$ cat src/rtl/seven_seg_scanner_pkg.sv
`default_nettype none
// +-------------------------------------------------------------------------+
// | seven_seg_scanner_pkg : segment codes, digit slots and blink fields.    |
// | Revision 1.0                                                            |
// +-------------------------------------------------------------------------+
package seven_seg_scanner_pkg;

    // Active-low segment patterns, bit order a..g from MSB to LSB
    localparam logic [6:0] SEG_0     = 7'b0000001;
    localparam logic [6:0] SEG_1     = 7'b1001111;
    localparam logic [6:0] SEG_2     = 7'b0010010;
    localparam logic [6:0] SEG_3     = 7'b0000110;
    localparam logic [6:0] SEG_4     = 7'b1001100;
    localparam logic [6:0] SEG_5     = 7'b0100100;
    localparam logic [6:0] SEG_6     = 7'b0100000;
    localparam logic [6:0] SEG_7     = 7'b0001111;
    localparam logic [6:0] SEG_8     = 7'b0000000;
    localparam logic [6:0] SEG_9     = 7'b0000100;
    localparam logic [6:0] SEG_BLANK = 7'b1111111;

    localparam logic [2:0] DIGIT_SEC_ONES  = 3'd0;
    localparam logic [2:0] DIGIT_SEC_TENS  = 3'd1;
    localparam logic [2:0] DIGIT_MIN_ONES  = 3'd2;
    localparam logic [2:0] DIGIT_MIN_TENS  = 3'd3;
    localparam logic [2:0] DIGIT_HOUR_ONES = 3'd4;
    localparam logic [2:0] DIGIT_HOUR_TENS = 3'd5;

    localparam logic [1:0] BLINK_SEC  = 2'd0;
    localparam logic [1:0] BLINK_MIN  = 2'd1;
    localparam logic [1:0] BLINK_HOUR = 2'd2;

    function automatic logic [1:0] blink_field(input logic [2:0] index);
        logic [1:0] field;
        field = BLINK_SEC;
        case (index)
            DIGIT_MIN_ONES, DIGIT_MIN_TENS:   field = BLINK_MIN;
            DIGIT_HOUR_ONES, DIGIT_HOUR_TENS: field = BLINK_HOUR;
            default:                          field = BLINK_SEC;
        endcase
        return field;
    endfunction

endpackage
`default_nettype wire

$ cat src/rtl/bcd_to_seg.sv
`default_nettype none
// +-------------------------------------------------------------------------+
// | bcd_to_seg : BCD nibble to active-low segments, blank above 9.          |
// | Revision 1.0                                                            |
// +-------------------------------------------------------------------------+
module bcd_to_seg
    import seven_seg_scanner_pkg::*;
(
    input  logic [3:0] nibble,
    output logic [6:0] seg
);

    always_comb begin
        seg = SEG_BLANK;
        case (nibble)
            4'd0:    seg = SEG_0;
            4'd1:    seg = SEG_1;
            4'd2:    seg = SEG_2;
            4'd3:    seg = SEG_3;
            4'd4:    seg = SEG_4;
            4'd5:    seg = SEG_5;
            4'd6:    seg = SEG_6;
            4'd7:    seg = SEG_7;
            4'd8:    seg = SEG_8;
            4'd9:    seg = SEG_9;
            default: seg = SEG_BLANK;
        endcase
    end

endmodule
`default_nettype wire

$ cat src/rtl/seven_seg_scanner.sv
`default_nettype none
// +-------------------------------------------------------------------------+
// | seven_seg_scanner : 6-digit multiplexed HH:MM:SS display driver.        |
// | Revision 1.0                                                            |
// +-------------------------------------------------------------------------+
module seven_seg_scanner
    import seven_seg_scanner_pkg::*;
#(
    parameter int REFRESH_DIV  = 50000,
    parameter int BLINK_FRAMES = 83
) (
    input  logic       clk,
    input  logic       reset,
    input  logic       enable,
    input  logic [7:0] hourBcd,
    input  logic [7:0] minBcd,
    input  logic [7:0] secBcd,
    input  logic [2:0] blinkMask,
    input  logic       blankLeadZero,
    output logic [5:0] anode,
    output logic [6:0] seg,
    output logic       dp
);

    localparam int PRE_W = (REFRESH_DIV > 2) ? $clog2(REFRESH_DIV) : 1;
    localparam int FRM_W = (BLINK_FRAMES > 1) ? $clog2(BLINK_FRAMES) : 1;
    localparam logic [PRE_W-1:0] PRE_MAX = PRE_W'(REFRESH_DIV - 1);
    localparam logic [FRM_W-1:0] FRM_MAX = FRM_W'(BLINK_FRAMES - 1);

    logic [PRE_W-1:0] prescaler;
    logic [2:0]       digit_idx;
    logic [FRM_W-1:0] frame_cnt;
    logic             blink_phase;
    logic             load_pending;
    logic [7:0]       hour_sh;
    logic [7:0]       min_sh;
    logic [7:0]       sec_sh;

    logic             tick;
    logic             frame_wrap;
    logic             shadow_load;
    logic [3:0]       nibble;
    logic [6:0]       digit_seg;
    logic             force_blank;
    logic [5:0]       anode_next;
    logic             dp_next;

    assign tick        = enable && (prescaler == PRE_MAX);
    assign frame_wrap  = tick && (digit_idx == DIGIT_HOUR_TENS);
    assign shadow_load = enable && (load_pending || frame_wrap);

    always_comb begin
        nibble = sec_sh[3:0];
        case (digit_idx)
            DIGIT_SEC_ONES:  nibble = sec_sh[3:0];
            DIGIT_SEC_TENS:  nibble = sec_sh[7:4];
            DIGIT_MIN_ONES:  nibble = min_sh[3:0];
            DIGIT_MIN_TENS:  nibble = min_sh[7:4];
            DIGIT_HOUR_ONES: nibble = hour_sh[3:0];
            DIGIT_HOUR_TENS: nibble = hour_sh[7:4];
            default:         nibble = sec_sh[3:0];
        endcase
    end

    bcd_to_seg u_bcd_to_seg (
        .nibble (nibble),
        .seg    (digit_seg)
    );

    // Blink mask and lead-zero enable act live; only the digit values are shadowed
    always_comb begin
        force_blank = (blink_phase && blinkMask[blink_field(digit_idx)])
                   || ((digit_idx == DIGIT_HOUR_TENS) && blankLeadZero
                       && (hour_sh[7:4] == 4'd0));
        anode_next  = ~(6'b000001 << digit_idx);
        dp_next     = ~(((digit_idx == DIGIT_MIN_ONES) || (digit_idx == DIGIT_HOUR_ONES))
                       && !blink_phase);
    end

    always_ff @(posedge clk) begin
        if (reset) begin
            prescaler    <= '0;
            digit_idx    <= DIGIT_SEC_ONES;
            frame_cnt    <= '0;
            blink_phase  <= 1'b0;
            load_pending <= 1'b1;
            hour_sh      <= 8'h00;
            min_sh       <= 8'h00;
            sec_sh       <= 8'h00;
            anode        <= 6'b111111;
            seg          <= SEG_BLANK;
            dp           <= 1'b1;
        end else if (enable) begin
            prescaler <= tick ? '0 : prescaler + 1'b1;
            if (tick) begin
                digit_idx <= (digit_idx == DIGIT_HOUR_TENS) ? DIGIT_SEC_ONES
                                                            : digit_idx + 3'd1;
            end
            if (frame_wrap) begin
                if (frame_cnt == FRM_MAX) begin
                    frame_cnt   <= '0;
                    blink_phase <= ~blink_phase;
                end else begin
                    frame_cnt <= frame_cnt + 1'b1;
                end
            end
            if (shadow_load) begin
                hour_sh      <= hourBcd;
                min_sh       <= minBcd;
                sec_sh       <= secBcd;
                load_pending <= 1'b0;
            end
            anode <= anode_next;
            seg   <= force_blank ? SEG_BLANK : digit_seg;
            dp    <= dp_next;
        end
    end

endmodule
`default_nettype wire
$ cat config.mk
export PLATFORM = sky130hd
export DESIGN_NAME = seven_seg_scanner
export DESIGN_NICKNAME = d
export VERILOG_FILES = /design/src/rtl/seven_seg_scanner_pkg.sv /design/src/rtl/bcd_to_seg.sv /design/src/rtl/seven_seg_scanner.sv
export SDC_FILE = /design/constraint.sdc
export NUM_CORES = 1
export LEC_CHECK = 0
export CORE_MARGIN = 2
export CORE_UTILIZATION = 45
export DETAILED_ROUTE_END_ITERATION = 16
export PLACE_DENSITY = 0.67
export REMOVE_ABC_BUFFERS = 1
export SYNTH_ARGS = -nofsm -noshare
export SYNTH_HDL_FRONTEND = slang
export SYNTH_SLANG_ARGS = --single-unit
$ cat constraint.sdc
create_clock -name clk -period 3.17 [get_ports clk]
set_input_delay 0.7925 -clock clk [delete_from_list [all_inputs] [get_ports clk]]
set_output_delay 0.7925 -clock clk [all_outputs]
set_load 0.01 [all_outputs]
==> results of run 1 <==
[final timing paths]
check | end | slack [ps] | depth (start not counted)
hold reg to reg | load_pending | 460 | 1
setup reg to reg | seg[3] | 540 | 8
setup / recovery | seg[3] | 540 | 8
hold / removal | load_pending | 460 | 1
[registers in the layout, summed over array words and instances, names as in the netlist, 3 cells and up]
name	count
digit_idx	3
sec_sh	8
anode	6
hour_sh	8
prescaler	16
min_sh	8
frame_cnt	7
seg	7
[cells by family after synthesis]
| logic type | synth area share |
|---|---|
| AND/OR/NAND/NOR | 0.269 |
| buffers and inverters | 0.0399 |
| multiplexers | 0.0995 |
| flip-flops | 0.394 |
| XOR/XNOR | 0.0522 |
| AO/OA/AOI/OAI | 0.105 |
| adder cells (fa/ha/maj) | 0.0410 |
[power by group through the flow]
stage,logic [mW],clock network (mW),registers (mW)
2_1_floorplan,0.0962,0,0.906
3_3_place_gp,0.198,0,0.904
3_5_place_dp,0.200,0,0.905
4_1_cts,0.201,0.791,0.886
5_1_grt,0.219,0.833,0.890
6_report,0.200,0.775,0.886
[metal layers]
metal / up-vias / part of all wire / routed length (um) / track usage
met2: 41 / 0.45 / 3000 / 0.262
met5: - / 0 / 0 / 0
li1: 1349 / - / - / -
met4: 0 / 0.013 / 88 / 0.0628
met1: 1220 / 0.50 / 3290 / 0.231
met3: 9 / 0.037 / 244 / 0.0367
[metrics by stage]
stage                     hold WS (ps)  instances  instance area, um^2  setup slack [ps]
after floorplan                    430        348                 3270               415
after global placement             439        495                 3880               354
after detailed placement           442        495                 3880               324
after CTS                          459        511                 4100               538
after global routing               482        511                 4100               357
final                              458        511                 4100               536
[final cells by class]
cell class                 count  area (um^2)
sequential                    66         1320
timing repair buffer          48          483
multi-input combinational    269         1900
clock inverter                 5         77.6
fill                         673         3160
inverter                      13         48.8
clock buffer                  11          141
tap                           99          124
[placed cells by master, fill, tap and decap left out, drive strengths merged, types with 5 or more instances in the layout]
| cell type | Yosys | final |
|---|---|---|
| xor2 | 12 | 12 |
| inv | 12 | 12 |
| clkdlybuf4s50 | 0 | 44 |
| nand2b | 53 | 53 |
| nand4 | 6 | 6 |
| nor3 | 5 | 5 |
| a211oi | 9 | 9 |
| nand3 | 11 | 11 |
| dfxtp | 66 | 66 |
| o21ai | 8 | 8 |
| nand2 | 16 | 16 |
| nor2 | 36 | 36 |
| nor4 | 5 | 5 |
| a21oi | 11 | 11 |
| clkbuf | 13 | 11 |
| xnor2 | 8 | 8 |
| ha | 11 | 11 |
| mux2i | 30 | 30 |
==> metrics, run 1 <==
GRT Util Overall 0.169; total net switching power 0.419 mW; sw frac 0.225; area grow syn2layout 22.1%; n_diodes 0; Max Cap Viol 0; CTS buffer count 9; Rel. slew slack 0.552; reg2reg start digit_idx[1]; delay-heaviest family, CP adder cells; Setup Skew 10.1 ps; DRT Pass-1 Iters 4; nets 449; cts hold-fix bufs 0; leakage power 1.54 nW; CTS Buffer Depth 2; Ys Warns 0; ys async rst share 0; CTS resizes 0; Post-Route WL 6630 um; WP buf/inv 2; synthesized area per cell 9.17 um^2; Gate power share 0.107; Worst EP arrival 2890 ps; hpwl dp 4730 um; Worst Setup End Kind register; antenna viol nets, final 0; ys flop type dfxtp_1; Final TNS setup 0 ps; crit-path cells inv_1 -> ha_1 -> nand2_1 -> a2bb2oi_1 -> inv_1 -> ha_1 -> nand2_1 -> a211oi_1; routed vias/inst 5.13; Yosys cell types 54; Synth Instances 366; Final Util 0.565; initial DRC count 144; Clock Latency Late Sink 330 ps; synth cell count leaders 66 x dfxtp_1, 53 x nand2b_1, 36 x nor2_1, 30 x mux2i_1, 16 x nand2_1; Post-synth EDFFs 0; CP max-delay cell dfxtp_1; Min-Delay Path Class register to register; final max-slew violation count 0; Total Power 1.86 mW; Worst setup SP type register; CTS tree built; RSZ-0062 raised after global routing no; Core Footprint 0.00725 mm^2; clock transition at the registers of the reported paths 70 ps; Post-route DRC 0; chip width 90.4 um; Flop pwr share 0.476; Internal Pwr Total 1.44 mW; largest net degree at the start of global routing 66; final setup fails 0; Tmin final 2630 ps; fmax 380 MHz; CP max FO 13; clock sinks 66; routed length per instance 13.0 um; number of global-route vias before repair 2398; clock share of power 0.417; Peak VDD IR 0.000188 V; post-synthesis sequential area ratio 0.394; Die Y 90.4 um; Mapped Area 0.00336 mm^2; post-CTS setup buffers 0; vias 2619; Crit path required time 3420 ps; delay of the slowest critical-path stage 600 ps; Yosys top cell area share 0.394; Yosys reg bits 66; Final Cycle Share 0.831; Placer Congestion 0.774; hold_sp load_pending; Synth area leaders dfxtp_1 39%, nand2b_1 9.9%, mux2i_1 8.9%, ha_1 4.1%, nor2_1 4.0%; post-synth top area cell dfxtp_1; row count 31; pwr/cell area 454 mW/mm^2; I/O pin total 45; CTS H-Tree Depth 3; Die Area 0.00817 mm^2; status finished, final reports clean; clock tree root buffer cell clkbuf_8; Final Hold Vio Count 0; Setup CP Type register to register; initial core utilization 0.463; Tightest Pin Transition 665 ps; fraction of layout cells with a size suffix above 1 0.0898; PortBufs 44; global route overflow 0; CP startpoint digit_idx[1]; first-pass GRT wire length 11300 um; most frequent cell after synthesis dfxtp_1; initial antenna violation count 0
Note: power is estimated with default switching activity, not from simulation.
==> inputs of run 2 (changes only) <==
--- a/config.mk
+++ b/config.mk
@@ -8,7 +8,7 @@
 export CORE_MARGIN = 2
 export CORE_UTILIZATION = 45
 export DETAILED_ROUTE_END_ITERATION = 16
-export PLACE_DENSITY = 0.67
+export PLACE_DENSITY = 0.7
 export REMOVE_ABC_BUFFERS = 1
 export SYNTH_ARGS = -nofsm -noshare
 export SYNTH_HDL_FRONTEND = slang
==> constraint.sdc (replaced) <==
create_clock -name clk -period 2.4 [get_ports clk]
set_input_delay 0.6 -clock clk [delete_from_list [all_inputs] [get_ports clk]]
set_output_delay 0.6 -clock clk [all_outputs]
set_load 0.01 [all_outputs]
==> run 2 against run 1 <==
Net effect: first-iteration DRC count fell by 6.9%; fmax rose by 17%; wire length rose by 7.2%; cell area rose by 3.7%; critical path depth did not move; worst setup slack got worse by 390 ps; global-route usage rose by 1.3 points; clock-buffer cell count did not move; flip-flop and latch count did not move.
==> metrics, run 2 (synthesized netlist as in run 1, its figures left out) <==
Crit path required time 2610 ps; commonest non-fill, non-tap cell in the layout dfxtp_1; row count 31; GRT Util Overall 0.182; PortBufs 44; Final Cycle Share 0.938; Post-route DRC 0; design area 0.00425 mm^2; Final Hold Vio Count 0; DRT Pass-1 Iters 4; Worst setup SP type register; CP startpoint digit_idx[1]; leakage power 1.63 nW; Placer Congestion 0.830; initial DRC count 134; Post-Route WL 7110 um; Min-Delay Path Class register to register; hpwl dp 5170 um; global route overflow 0; Total Power 2.39 mW; Multi-input gate area 0.00193 mm^2; Setup CP Type register to register; vias 2709; Die Y 90.4 um; Top reg by flops prescaler; Final Util 0.586; max reg flops 16; CP max FO 8; initial antenna violation count 0; fmax 444 MHz; initial core utilization 0.463; hold_sp load_pending; CTS H-Tree Depth 3; first-pass GRT wire length 12200 um; fraction of layout cells with a size suffix above 1 0.142; nets 468; cts hold-fix bufs 0; Peak VDD IR 0.000307 V; final max-slew violation count 0; Die Area 0.00817 mm^2; flop-to-flop setup slack 150 ps; reg2reg start digit_idx[1]; Clock Latency Late Sink 330 ps; number of fill cells 659; CTS Buffer Depth 2; Worst R2R Path Depth 8; routed vias/inst 5.11; routed length per instance 13.4 um; number of global-route vias before repair 2628; Worst EP arrival 2460 ps; Max Cap Viol 0; Core Footprint 0.00725 mm^2; CTS tree built; antenna viol nets, final 0; clock transition at the registers of the reported paths 80 ps; DP Area 0.00402 mm^2; n_diodes 0; status finished, final reports clean; CTS buffer count 9; final setup fails 0; clock sinks 66; area grow syn2layout 26.6%; Rel. slew slack 0.680; I/O pin total 45; Worst Setup End Kind register; Setup Skew 11.5 ps; Tmin final 2250 ps; WHS Endpoint load_pending; largest net degree at the start of global routing 35; hold path depth 1; chip width 90.4 um; RSZ-0062 raised after global routing no; clock tree root buffer cell clkbuf_8; Worst R2R End seg[6]; Tightest Pin Transition 480 ps; most frequent cells in the layout 66 x dfxtp_1, 53 x nand2b_1, 44 x clkdlybuf4s50_1; pwr/cell area 564 mW/mm^2; FF/Latch Area 0.00132 mm^2
run 2: cell type report:
cell class / count / area share
clock buffer: 11 / 0.0356
clock inverter: 5 / 0.0124
inverter: 13 / 0.0115
multi-input combinational: 269 / 0.453
sequential: 66 / 0.311
tap: 99 / 0.0292
timing repair buffer: 67 / 0.147
run 2: stage by stage:
step | hold WS (ps) | TNS (ps) | instances | worst slack, ps
floorplan | 430 | -6850 | 348 | -285
global placement | 439 | -0.911 | 514 | -0.911
detailed placement | 452 | -70.6 | 514 | -56.0
CTS | 469 | 0 | 530 | 126
global route | 500 | 0 | 530 | 7.07
finish | 469 | 0 | 530 | 148
run 2: worst max path at each step:
stage | slack, ps | cells past startpoint | endpoint
after detailed placement | -60 | 6 | frame_cnt[5]
after CTS | 130 | 9 | seg[6]
after global routing | 7 | 8 | seg[6]
final | 150 | 8 | seg[6]
after floorplan | -290 | 5 | hour_sh[0]
after global placement | -0.9 | 6 | frame_cnt[5]
run 2: repair_timing:
item | 4_1_cts | 5_1_grt
gates resized for setup | 1 | 3
setup buffers | 0 | 0
setup endpoints to repair | 2 | 4
endpoints found under the hold margin | 0 | 0
run 2: power by group:
part | leakage (nW) | switching, mW | internal (mW)
Sequential | 0.539 | 0.0287 | 1.14
Clock | 0.105 | 0.417 | 0.531
Combinational | 0.987 | 0.118 | 0.158
run 2: routing by layer:
metal | vias to the layer above | part of all wire | GRT usage
li1 | 1392 | - | -
met1 | 1249 | 0.48 | 0.241
met2 | 57 | 0.47 | 0.284
met3 | 11 | 0.038 | 0.0401
met4 | 0 | 0.017 | 0.0821
met5 | - | 0 | 0
run 2: worst max-delay path: stages (launching register included):
cell and delay, ps:
dfxtp_1 450, inv_1 110, ha_1 380, nand2_1 150
buf_4 150, a2bb2oi_2 400, nor4b_2 270, buf_4 160
a211oi_1 50
==> inputs of run 3 (changes only) <==
--- a/config.mk
+++ b/config.mk
@@ -8,6 +8,7 @@
 export CORE_MARGIN = 2
 export CORE_UTILIZATION = 45
 export DETAILED_ROUTE_END_ITERATION = 16
+export GPL_TIMING_DRIVEN = 0
 export PLACE_DENSITY = 0.7
 export REMOVE_ABC_BUFFERS = 1
 export SYNTH_ARGS = -nofsm -noshare
==> run 3 against run 2 <==
Net effect: via count shrank 5.0%; clock skew shrank 4.3 ps; largest cell class unchanged; utilization down 0.45 points; critical path depth did not move; non-clock buffer count shrank 19; final cell count is 3.6% lower; largest power group is now clock; flip-flop and latch count is the same; sequential share of layout area is 0.45 points higher; clock power up 29%; combinational power decreased by 1%; register-to-register slack improved by 20 ps.
==> metrics, run 3 (synthesized netlist as in run 1, its figures left out) <==
status finished, final reports clean; Worst R2R End seg[0]; Clock Latency Late Sink 340 ps; commonest non-fill, non-tap cell in the layout dfxtp_1; Peak VDD IR 0.000311 V; CTS buffer count 9; final setup fails 0; Final Cycle Share 0.930; n_diodes 0; Die Y 90.4 um; antenna viol nets, final 0; fmax 448 MHz; number of global-route vias before repair 2454; routed length per instance 12.9 um; Max Used Layer met4; Rel. slew slack 0.450; delay of the slowest critical-path stage 500 ps; final max-slew violation count 0; Post-Route WL 6580 um; Tmin final 2230 ps; Post-route DRC 0; initial antenna violation count 0; CTS H-Tree Depth 3; Gate power share 0.102; Tightest Pin Transition 824 ps; GRT Util Overall 0.170; Setup Skew 7.21 ps; dpl ws -911 ps; row count 31; Worst Setup End Kind register; Flop pwr share 0.440; fraction of layout cells with a size suffix above 1 0.121; hpwl dp 4620 um; Final TNS setup 0 ps; area grow syn2layout 25.6%; Crit path required time 2620 ps; crit-path cells inv_1 -> nor2_1 -> ha_2 -> a222oi_1 -> a2bb2oi_4 -> ha_1 -> nor4_1 -> a211oi_1; hold_sp load_pending; clock transition at the registers of the reported paths 70 ps; total net switching power 0.566 mW; chip width 90.4 um; flop-to-flop setup slack 170 ps; leakage power 1.58 nW; reg2reg start digit_idx[0]; Setup CP Type register to register; max reg flops 16; Top reg by flops prescaler; clock sinks 66; I/O pin total 45; hold path depth 1; Final Util 0.581; clock share of power 0.458; routed vias/inst 5.04; pwr/cell area 630 mW/mm^2; largest net degree at the start of global routing 67; Worst EP arrival 2450 ps; CTS tree built; cts hold-fix bufs 0; Max Cap Viol 0; first-pass GRT wire length 11300 um; DRT Pass-1 Iters 5; global route overflow 0; CP max-delay cell a222oi_1; CTS Buffer Depth 2; Internal Pwr Total 2.09 mW; Placer Congestion 0.801; vias 2574; WHS Endpoint load_pending; met1 wire length 3280 um; Met3 Routed Length 188 um; sw frac 0.213; Final Hold Vio Count 0; Worst R2R Path Depth 8; Setup WS post-layout 169 ps; Worst setup SP type register; PortBufs 44; Die Area 0.00817 mm^2; Min-Delay Path Class register to register; Total Power 2.66 mW; nets 449; clock tree root buffer cell clkbuf_8; Core Footprint 0.00725 mm^2; most frequent cells in the layout 63 x dfxtp_1, 53 x nand2b_1, 42 x clkdlybuf4s50_1; met2 WL 3050 um; initial core utilization 0.463; CP max FO 13; initial DRC count 159
run 3: cell type report:
class | instances | area (um^2)
clock inverter | 7 | 141
clock buffer | 9 | 124
multi-input combinational | 269 | 1960
fill | 647 | 3040
tap | 99 | 124
inverter | 13 | 48.8
sequential | 66 | 1330
timing repair buffer | 48 | 493
run 3: power groups by stage:
| stage | clock network, mW | logic [mW] | registers, mW |
|---|---|---|---|
| finish | 1.22 | 0.272 | 1.17 |
| global route | 1.29 | 0.296 | 1.17 |
| floorplan | 0 | 0.127 | 1.20 |
| CTS | 1.25 | 0.272 | 1.17 |
| global placement | 0 | 0.255 | 1.19 |
| detailed placement | 0 | 0.264 | 1.19 |
run 3: through the flow:
| step | hold WS (ps) | area, um^2 | instances |
|---|---|---|---|
| finish | 461 | 4220 | 511 |
| global placement | 437 | 3840 | 491 |
| global route | 489 | 4220 | 511 |
| floorplan | 430 | 3270 | 348 |
| CTS | 462 | 4180 | 509 |
| detailed placement | 445 | 3870 | 492 |
run 3: routing by layer:
metal | track usage | up-vias
met5 | 0 | -
met4 | 0.0615 | 0
met3 | 0.0434 | 4
met2 | 0.266 | 47
met1 | 0.226 | 1169
li1 | - | 1354
run 3: critical path: cells and delay by family (launching register included):
kind	cells	cell delay, ps
compound gates	3	740
buf+inv	1	180
simple gates	2	370
flops	1	390
fa+ha+maj	2	430
run 3: worst max-delay path by stage:
stage	from	end	cells after the start
6_report	digit_idx[0]	seg[0]	8
5_1_grt	digit_idx[0]	seg[0]	8
4_1_cts	digit_idx[0]	seg[6]	7
3_5_place_dp	enable	sec_sh[1]	7
3_3_place_gp	enable	sec_sh[3]	6
2_1_floorplan	prescaler[11]	hour_sh[0]	5
run 3: timing repair:
item                       CTS  global route
resized for setup            7            10
pin swaps                    1             3
hold endpoints to repair     0             0
setup endpoints to repair   51            49
setup buffers                1             2
